### src/rtl/mux41_pkg.sv
// Shared constants and state encoding for the 4:1 round-robin select path.
// Imported by the arbiter top and its pick logic.
package mux41_pkg;

  localparam int NUM_REQ = 4;
  localparam int SEL_W   = 2;

  typedef enum logic {
    ST_EMPTY = 1'b0,
    ST_FULL  = 1'b1
  } state_t;

endpackage

### src/rtl/mux41_rr_arbiter_if.sv
// Requester and consumer handshake bundle for the shared 4:1 select path.
// The slave side is the arbiter; the master side is its environment.
interface mux41_rr_arbiter_if #(
  parameter int DATA_W = 2
);
  import mux41_pkg::*;

  logic [NUM_REQ-1:0]        req_valid;
  logic [NUM_REQ*DATA_W-1:0] req_data;
  logic [NUM_REQ-1:0]        req_ready;
  logic                      out_valid;
  logic [DATA_W-1:0]         out_data;
  logic [SEL_W-1:0]          out_sel;
  logic                      out_ready;

  modport slave (
    input  req_valid,
    input  req_data,
    output req_ready,
    output out_valid,
    output out_data,
    output out_sel,
    input  out_ready
  );

  modport master (
    output req_valid,
    output req_data,
    input  req_ready,
    input  out_valid,
    input  out_data,
    input  out_sel,
    output out_ready
  );

endinterface

### src/rtl/mux41.sv
// Plain 4:1 select: f follows x[y].
// Shared by the arbiter as its data path.
module mux41 #(
  parameter int W = 2
) (
  input  logic [W-1:0] x0,
  input  logic [W-1:0] x1,
  input  logic [W-1:0] x2,
  input  logic [W-1:0] x3,
  input  logic [1:0]   y,
  output logic [W-1:0] f
);

  always_comb begin
    f = x0;
    unique case (y)
      2'd0: f = x0;
      2'd1: f = x1;
      2'd2: f = x2;
      2'd3: f = x3;
      default: f = x0;
    endcase
  end

endmodule

### src/rtl/mux41_rr_arbiter_pick.sv
// Combinational 4-way picker: first set request scanning up from ptr,
// or from index 0 when fixed priority is selected.
module rr_pick4
  import mux41_pkg::*;
(
  input  logic [NUM_REQ-1:0] req,
  input  logic [SEL_W-1:0]   ptr,
  input  logic               fixed,
  output logic [SEL_W-1:0]   gnt_idx,
  output logic               any
);

  logic [SEL_W-1:0] base;
  logic [SEL_W-1:0] idx;

  assign base = fixed ? '0 : ptr;
  assign any  = |req;

  // Scan from farthest to nearest so the nearest hit wins.
  always_comb begin
    gnt_idx = '0;
    idx     = '0;
    for (int k = NUM_REQ - 1; k >= 0; k--) begin
      idx = base + SEL_W'(k);
      if (req[idx]) gnt_idx = idx;
    end
  end

endmodule

### src/rtl/mux41_rr_arbiter.sv
// Four-requester arbiter driving a shared 4:1 select into a
// one-entry output register with full-throughput drain/load.
module mux41_rr_arbiter
  import mux41_pkg::*;
#(
  parameter int DATA_W = 2,
  parameter int CNT_W  = 8
) (
  input  logic             clk,
  input  logic             rst,
  input  logic             prio_fixed,
  output logic [CNT_W-1:0] grant_cnt,
  mux41_rr_arbiter_if.slave bus
);

  state_t            st_q, st_d;
  logic [SEL_W-1:0]  rr_ptr;
  logic [SEL_W-1:0]  gnt;
  logic              any;
  logic              can_load;
  logic              accept;
  logic [DATA_W-1:0] sel_data;
  logic [DATA_W-1:0] data_q;
  logic [SEL_W-1:0]  sel_q;

  rr_pick4 u_pick (
    .req     (bus.req_valid),
    .ptr     (rr_ptr),
    .fixed   (prio_fixed),
    .gnt_idx (gnt),
    .any     (any)
  );

  generate
    if (DATA_W == 2) begin : g_mux
      mux41 #(.W(DATA_W)) u_mux (
        .x0 (bus.req_data[0*DATA_W +: DATA_W]),
        .x1 (bus.req_data[1*DATA_W +: DATA_W]),
        .x2 (bus.req_data[2*DATA_W +: DATA_W]),
        .x3 (bus.req_data[3*DATA_W +: DATA_W]),
        .y  (gnt),
        .f  (sel_data)
      );
    end else begin : g_idx
      assign sel_data = bus.req_data[gnt*DATA_W +: DATA_W];
    end
  endgenerate

  // Gating on rst keeps req_ready quiet while reset is held.
  assign can_load = (st_q == ST_EMPTY) || bus.out_ready;
  assign accept   = can_load && any && !rst;

  always_comb begin
    st_d          = st_q;
    bus.req_ready = '0;
    if (accept) begin
      st_d               = ST_FULL;
      bus.req_ready[gnt] = 1'b1;
    end else if (st_q == ST_FULL && bus.out_ready) begin
      st_d = ST_EMPTY;
    end
  end

  always_ff @(posedge clk or posedge rst) begin
    if (rst) begin
      st_q      <= ST_EMPTY;
      data_q    <= '0;
      sel_q     <= '0;
      rr_ptr    <= '0;
      grant_cnt <= '0;
    end else begin
      st_q <= st_d;
      if (accept) begin
        data_q    <= sel_data;
        sel_q     <= gnt;
        grant_cnt <= grant_cnt + 1'b1;
        if (!prio_fixed) rr_ptr <= gnt + 2'd1;
      end
    end
  end

  assign bus.out_valid = (st_q == ST_FULL);
  assign bus.out_data  = data_q;
  assign bus.out_sel   = sel_q;

endmodule

### src/flat_wrapper.sv
// flat-port wrapper written by rule: the top's interface ports become plain ports
module mux41_rr_arbiter_flat import mux41_pkg::*;
#(
  parameter int DATA_W = 2,
  parameter int CNT_W  = 8
)
  (clk, rst, prio_fixed, grant_cnt, bus_req_valid, bus_req_data, bus_req_ready, bus_out_valid, bus_out_data, bus_out_sel, bus_out_ready);
  mux41_rr_arbiter_if #(.DATA_W(DATA_W)) bus_i ();
  input  logic clk;
  input  logic rst;
  input  logic prio_fixed;
  output logic [CNT_W-1:0] grant_cnt;
  input wire logic [$bits(bus_i.req_valid)-1:0] bus_req_valid;
  input wire logic [$bits(bus_i.req_data)-1:0] bus_req_data;
  output wire logic [$bits(bus_i.req_ready)-1:0] bus_req_ready;
  output wire logic [$bits(bus_i.out_valid)-1:0] bus_out_valid;
  output wire logic [$bits(bus_i.out_data)-1:0] bus_out_data;
  output wire logic [$bits(bus_i.out_sel)-1:0] bus_out_sel;
  input wire logic [$bits(bus_i.out_ready)-1:0] bus_out_ready;
  assign bus_i.req_valid = bus_req_valid;
  assign bus_i.req_data = bus_req_data;
  assign bus_req_ready = bus_i.req_ready;
  assign bus_out_valid = bus_i.out_valid;
  assign bus_out_data = bus_i.out_data;
  assign bus_out_sel = bus_i.out_sel;
  assign bus_i.out_ready = bus_out_ready;
  mux41_rr_arbiter #(.DATA_W(DATA_W), .CNT_W(CNT_W)) u_core (.clk(clk), .rst(rst), .prio_fixed(prio_fixed), .grant_cnt(grant_cnt), .bus(bus_i));
endmodule
### config.mk
export PLATFORM = sky130hd
export DESIGN_NAME = mux41_rr_arbiter_flat
export DESIGN_NICKNAME = d
export VERILOG_FILES = /design/src/rtl/mux41_pkg.sv /design/src/rtl/mux41_rr_arbiter_if.sv /design/src/rtl/mux41.sv /design/src/rtl/mux41_rr_arbiter_pick.sv /design/src/rtl/mux41_rr_arbiter.sv /design/src/flat_wrapper.sv
export SDC_FILE = /design/constraint.sdc
export NUM_CORES = 1
export LEC_CHECK = 0
export CAP_MARGIN = 10
export CORE_ASPECT_RATIO = 0.9
export CORE_UTILIZATION = 46
export CTS_CLUSTER_SIZE = 12
export DETAILED_ROUTE_END_ITERATION = 6
export MAX_ROUTING_LAYER = met4
export PLACE_DENSITY = 0.79
export SLEW_MARGIN = 10
export SYNTH_ARGS = -nofsm -noshare
export SYNTH_HDL_FRONTEND = slang
export SYNTH_SLANG_ARGS = --single-unit
### constraint.sdc
create_clock -name clk -period 4.3 [get_ports clk]
set_input_delay 1.075 -clock clk [delete_from_list [all_inputs] [get_ports clk]]
set_output_delay 1.075 -clock clk [all_outputs]
set_load 0.01 [all_outputs]
# Yosys cells after proc, flatten, opt, wreduce, memory -nomap -nowiden
# Cells that the tools add are included.
[word_totals]
register_bits = 15
input_bits = 16
out_inout_bits = 17
word_cells = 50
[classes]
addsub = 5
n_lt_le_gt_ge = 6
eq_ne = 3
mux = 19
n_bitwise = 2
reduce_logical = 10
[op_table]
columns = ["cell", "count"]
rows = [
  ["2-bit by 3-bit < comparator with 1-bit output (second input constant)", 5],
  ["2-bit 2-to-1 mux", 5],
  ["8-bit by 1-bit adder with 8-bit output (second input constant)", 1],
  ["1-bit binary-select mux with 2-bit select", 4],
  ["2-bit one-hot mux with 4 select lines", 1],
  ["1-bit 2-to-1 mux", 7],
  ["2-bit by 1-bit adder with 2-bit output (second input constant)", 2],
  ["2-bit adder (second input constant)", 2],
  ["2-bit equality test (second input constant)", 2],
  ["1-bit logical AND", 4],
  ["4-bit 2-to-1 mux", 1],
  ["4-bit OR reduction", 1],
  ["1-bit demux with 2-bit select", 1],
  ["2-bit by 1-bit equality test with 1-bit output (second input constant)", 1],
  ["2-bit by 1-bit greater-or-equal comparator with 1-bit output (second input constant)", 1],
  ["2-bit logical NOT", 1],
  ["1-bit inverter", 2],
  ["2-bit AND reduction", 1],
  ["2-bit nonzero test", 1],
  ["1-bit logical NOT", 1],
  ["1-bit logical OR", 1],
]

# Longest topological paths before layout
[depth]
word_depth = 13
depth_mapped = 11
depth_no_buf = 10

# By module
# From an unflattened synthesis, not the netlist that was laid out.
[hier_totals]
cells_unflattened = 85
hier_area_um2 = 1029.7
[by_module_without_submodules]
columns = ["mod", "instances", "cells_per_inst", "area_each_um2", "seq_area_each_um2"]
rows = [
  ["mux41_rr_arbiter", 1, 59, 835.8, 375.4],
  ["rr_pick4", 1, 24, 141.4, 0.0],
  ["mux41", 1, 2, 52.6, 0.0],
]

# Least setup slack after synthesis
# Ideal clock, no wire load.
[synth_timing]
path_type = "input -> output"
start = "in prio_fixed"
end = "out bus_req_ready[2]"
t_arrival_ps = 2639
required_ps = 3225
slack_ps = 586
stages = 8
path_buffers = 1
path_cell_list = "buf_2 > nor2b_2 > a21bo_1 > a221oi_2 > a21boi_2 > a31oi_1 > ha_1 > and2_1"
[synth_between]
elab_chain_cells = 13
elab_cells_between_ends = 22
cone_classes = "3 x add/sub; 2 x order compare; 16 x mux; 1 x reduce/logical"
[synth_lines]
columns = ["element", "line_no", "source"]
rows = [
  ["start, declared", "flat_wrapper.sv:11", "input logic prio_fixed;"],
  ["2-bit 2-to-1 mux *", "mux41_rr_arbiter_pick.sv:16", "assign base = fixed ? '0 : ptr;"],
  ["2-bit adder", "mux41_rr_arbiter_pick.sv:24", "idx = base + SEL_W'(k);"],
  ["1-bit binary-select mux with 2-bit select", "mux41_rr_arbiter_pick.sv:25", "if (req[idx]) gnt_idx = idx;"],
  ["1-bit 2-to-1 mux (implied by the code)", "mux41_rr_arbiter_pick.sv:25", ""],
  ["2-bit 2-to-1 mux (3 in series)", "mux41_rr_arbiter_pick.sv:25", ""],
  ["2-bit 2-to-1 mux *", "mux41_rr_arbiter_pick.sv:25", ""],
  ["2-bit by 3-bit < comparator with 1-bit output (implied by the code) / 2-bit by 1-bit greater-or-equal comparator with 1-bit output (equally long branches)", "mux41_rr_arbiter.sv:58", "bus.req_ready[gnt] = 1'b1;"],
  ["1-bit logical AND (implied by the code)", "mux41_rr_arbiter.sv:58", ""],
  ["1-bit 2-to-1 mux (implied by the code)", "mux41_rr_arbiter.sv:58", ""],
  ["1-bit demux with 2-bit select *", "n/a", ""],
  ["4-bit 2-to-1 mux *", "mux41_rr_arbiter.sv:56", "if (accept) begin"],
  ["end, declared", "flat_wrapper.sv:15", "output wire logic [$bits(bus_i.req_ready)-1:0] bus_req_ready;"],
]
# Mark *: on every way between the ends. The rest lies on a longest branch, timed or not. The select of a mux whose other input is x is not followed.

# Final worst setup path
[layout_timing]
start = "in bus_req_valid[0]"
end = "out bus_req_ready[1]"
[layout_between]
elab_chain_cells = 11
elab_cells_between_ends = 21
cone_classes = "2 x order compare; 15 x mux; 4 x reduce/logical"
[layout_lines]
columns = ["element", "line_no", "source"]
rows = [
  ["start, declared", "flat_wrapper.sv:13", "input wire logic [$bits(bus_i.req_valid)-1:0] bus_req_valid;"],
  ["1-bit binary-select mux with 2-bit select", "mux41_rr_arbiter_pick.sv:25", ""],
  ["1-bit 2-to-1 mux (implied by the code)", "mux41_rr_arbiter_pick.sv:25", ""],
  ["2-bit 2-to-1 mux (3 in series)", "mux41_rr_arbiter_pick.sv:25", ""],
  ["2-bit 2-to-1 mux *", "mux41_rr_arbiter_pick.sv:25", ""],
  ["named net u_core.g_mux.u_mux.y[0]", "mux41.sv:10", "input logic [1:0] y,"],
  ["2-bit by 3-bit < comparator with 1-bit output (implied by the code) / 2-bit by 1-bit greater-or-equal comparator with 1-bit output (equally long branches)", "mux41_rr_arbiter.sv:58", ""],
  ["1-bit logical AND (implied by the code)", "mux41_rr_arbiter.sv:58", ""],
  ["1-bit 2-to-1 mux (implied by the code)", "mux41_rr_arbiter.sv:58", ""],
  ["1-bit demux with 2-bit select *", "n/a", ""],
  ["4-bit 2-to-1 mux *", "mux41_rr_arbiter.sv:56", ""],
]
# Mark *: on every way through the listed nets, which the timed path passes. The rest lies on a longest branch. The select of a mux whose other input is x is not followed.

==> impl_metrics.toml <==
[cells_and_area]
fin_area_mm2 = 0.001688
diodes = 0
fin_nets = 200
drive_above_1_share_pct = 28.81
fillers = 145
syn2layout_area_growth_pct = 59.83
utilization_pct = 78.07

[pwr]
power_density_mw_per_mm2 = 546.2
leakage_nw = 0.7586
ir_drop_uv = 337.0

[detailed_routing]
viasPerCell = 5.549
wl_per_cell_um = 14.42
wl_met1_um = 1261
wl_met2_um = 1488
drt-total-wl_um = 2942
first_pass_iters = 4
vias = 1132
top_layer_used = "met4"
drtIter0Drc = 39
wl_met3_um = 183
drc_errors = 0
detail-route-antenna-nets = 0

[critical_path]
startpoint_type = "input pin"
worstPathMaxFanout = 2
r2r_slack_ns = 1.52
endpoint_kind = "primary output"
path_class = "in2out"
required_ns = 3.22
crit_arrival_ns = 3.15

[yosys]
async_reset_ff_share_pct = 100.0
synth_top_area_share_pct = 35.55
mappedNetlistArea_mm2 = 0.001056
synth_cells = 114
ys_types = 40
synth_flop_cell = "dfrtp_1"
synth_area_per_cell_um2 = 9.263
synth-edff-count = 0
synth_warnings = 0
synth_nets = 136
synth_seq_cells = 15
yosysMostFrequentCell = "dfrtp_1"
synth_area_leaders = "dfrtp_1 36%, ha_1 7.1%, xnor2_1 5.8%, nand2_1 3.9%, nor2_1 3.9%"
synthTopCellsByCount = "15 x dfrtp_1, 11 x nand2_1, 11 x nor2_1, 7 x xnor2_1, 6 x ha_1"
synth_top_cell_by_area = "dfrtp_1"
ys_seq_area_share_pct = 35.55

[timing]
slew_headroom_pct = 57.89
fmax_mhz = 236.5
fin_crit_ns = 4.229
hold_viol = 0
rsz0062_at_grt = "false"
tightest_slew_ns = 0.6259
setup_viol = 0
drv_slew = 0
fin_skew_ns = 0.003153
fin_crit_sh_pct = 98.35
fin_ws_ns = 0.07116

[place]
io_buffers = 32
gp_congestion = 0.8505
place.detailed.hpwl_um = 2098
place_area_mm2 = 0.001559
place_ws_ns = -0.3943

[clock_network]
clockBufferDepth = 2
htree_levels = 1
insertion_delay_ns = 0.29
cts-root-buf = "clkbuf_4"
clock_sinks = 15
cts_buffers = 3
cts_tree = "done"
clk_pin_slew_ns = 0.09

[floorplanning]
core-area_mm2 = 0.002162
floorplan.initialDensity_pct = 48.84
fp.dieH_um = 47.46
io_pins = 33
dieArea_mm2 = 0.002492
die_w_um = 52.51
rows = 16

[global_route]
grt_pass1_wl_um = 4305
track_usage_pct = 25.37
antenna_found_initial = 0
grt-ovfl-total = 0
grt_pass1_vias = 988
grt_start_max_net_pins = 16

[hold_path]
hold_class = "reg2reg"

[flow_run]
maxCapViolCount = 0

[status]
run_status = "complete, no violations"
kinds of logic after synthesis:
| family | Yosys count | synth area share, % |
|---|---|---|
| fa+ha+maj | 6 | 7.109 |
| compound gates | 29 | 20.50 |
| xor+xnor | 8 | 6.635 |
| flops | 15 | 35.55 |
| simple gates | 46 | 23.70 |
| buf+inv | 7 | 3.673 |
| mux | 3 | 2.844 |
path summary, 6_finish.rpt:
kind,from,end,cells after the start
setup reg to reg,u_core.rr_ptr[0]$_DFFE_PP0P_,u_core.bus.out_data[0]$_DFFE_PP0P_,12
hold / removal,u_core.grant_cnt[7]$_DFFE_PP0P_,u_core.grant_cnt[7]$_DFFE_PP0P_,1
max in group asynchronous,rst,u_core.bus.out_data[1]$_DFFE_PP0P_,2
hold reg to reg,u_core.grant_cnt[7]$_DFFE_PP0P_,u_core.grant_cnt[7]$_DFFE_PP0P_,1
min in group asynchronous,rst,u_core.grant_cnt[5]$_DFFE_PP0P_,2
setup / recovery,bus_req_valid[0],bus_req_ready[1],10
cell usage in the layout, fill, tap and decap left out, drive strengths merged, types with 2 or more instances in the layout:
master and instances:
a21oi 5, a222oi 2, a31o 3, a31oi 2, and2 4, buf 32, clkbuf 4, clkdlybuf4s50 24
dfrtp 15, dlygate4sd2 7, ha 6, inv 2, mux2i 3, nand2 11, nand2b 2, nand3 4
nand4 2, nor2 12, nor2b 3, nor4 2, o21ai 7, or3 2, xnor2 7
power breakdown:
part            total, W  switching, W  internal (W)
logic           0.000578      0.000252      0.000326
clock network  0.0000814     0.0000468     0.0000346
registers       0.000262     0.0000703      0.000192
sequential cells by signal, summed over array words and instances (netlist names):
name,count
u_core.bus.out_data,2
u_core.bus.out_sel,2
u_core.bus.out_valid,1
u_core.grant_cnt,8
u_core.rr_ptr,2
worst max-delay path, cell delays in order:
cell,delay [ns]
clkdlybuf4s50_1,0.42
nand2b_1,0.10
a21bo_1,0.23
a221oi_4,0.27
a21boi_2,0.10
buf_4,0.15
a31o_4,0.21
ha_2,0.18
and2_1,0.13
dlygate4sd2_1,0.28
through the flow:
stage	total power (W)	hold slack [ns]	setup TNS, ns	cells
2_1_floorplan	0.0005253	0.5075	0	114
3_3_place_gp	0.0007394	0.4623	-0.9757	192
3_5_place_dp	0.0007581	0.4733	-1.330	192
4_1_cts	0.0008890	0.4884	0	203
5_1_grt	0.0009883	0.5141	0	204
6_report	0.0009219	0.4796	0	204
routing by layer:
layer / up-vias / track usage (%)
met5: - / -
met1: 536 / 30.18
met3: 2 / 7.302
li1: 542 / -
met2: 52 / 42.78
met4: 0 / 6.316
final cells by class:
cell class | instances | area, um2 | area share [%]
clock buffer | 3 | 22.52 | 1.334
clock inverter | 1 | 5.005 | 0.2965
inverter | 2 | 7.507 | 0.4448
multi-input combinational | 92 | 696.9 | 41.29
sequential | 15 | 375.4 | 22.24
tap | 27 | 33.78 | 2.001
timing repair buffer | 64 | 546.8 | 32.39
timing repair:
action,in CTS,in global routing
endpoints found under the hold margin,0,0
hold buffers,0,0
gates cloned,0,0
buffers inserted,7,1
endpoints found under the setup margin,4,4
resized for setup,14,6
pin swaps,4,3
Power figures use the tool's default switching activity.
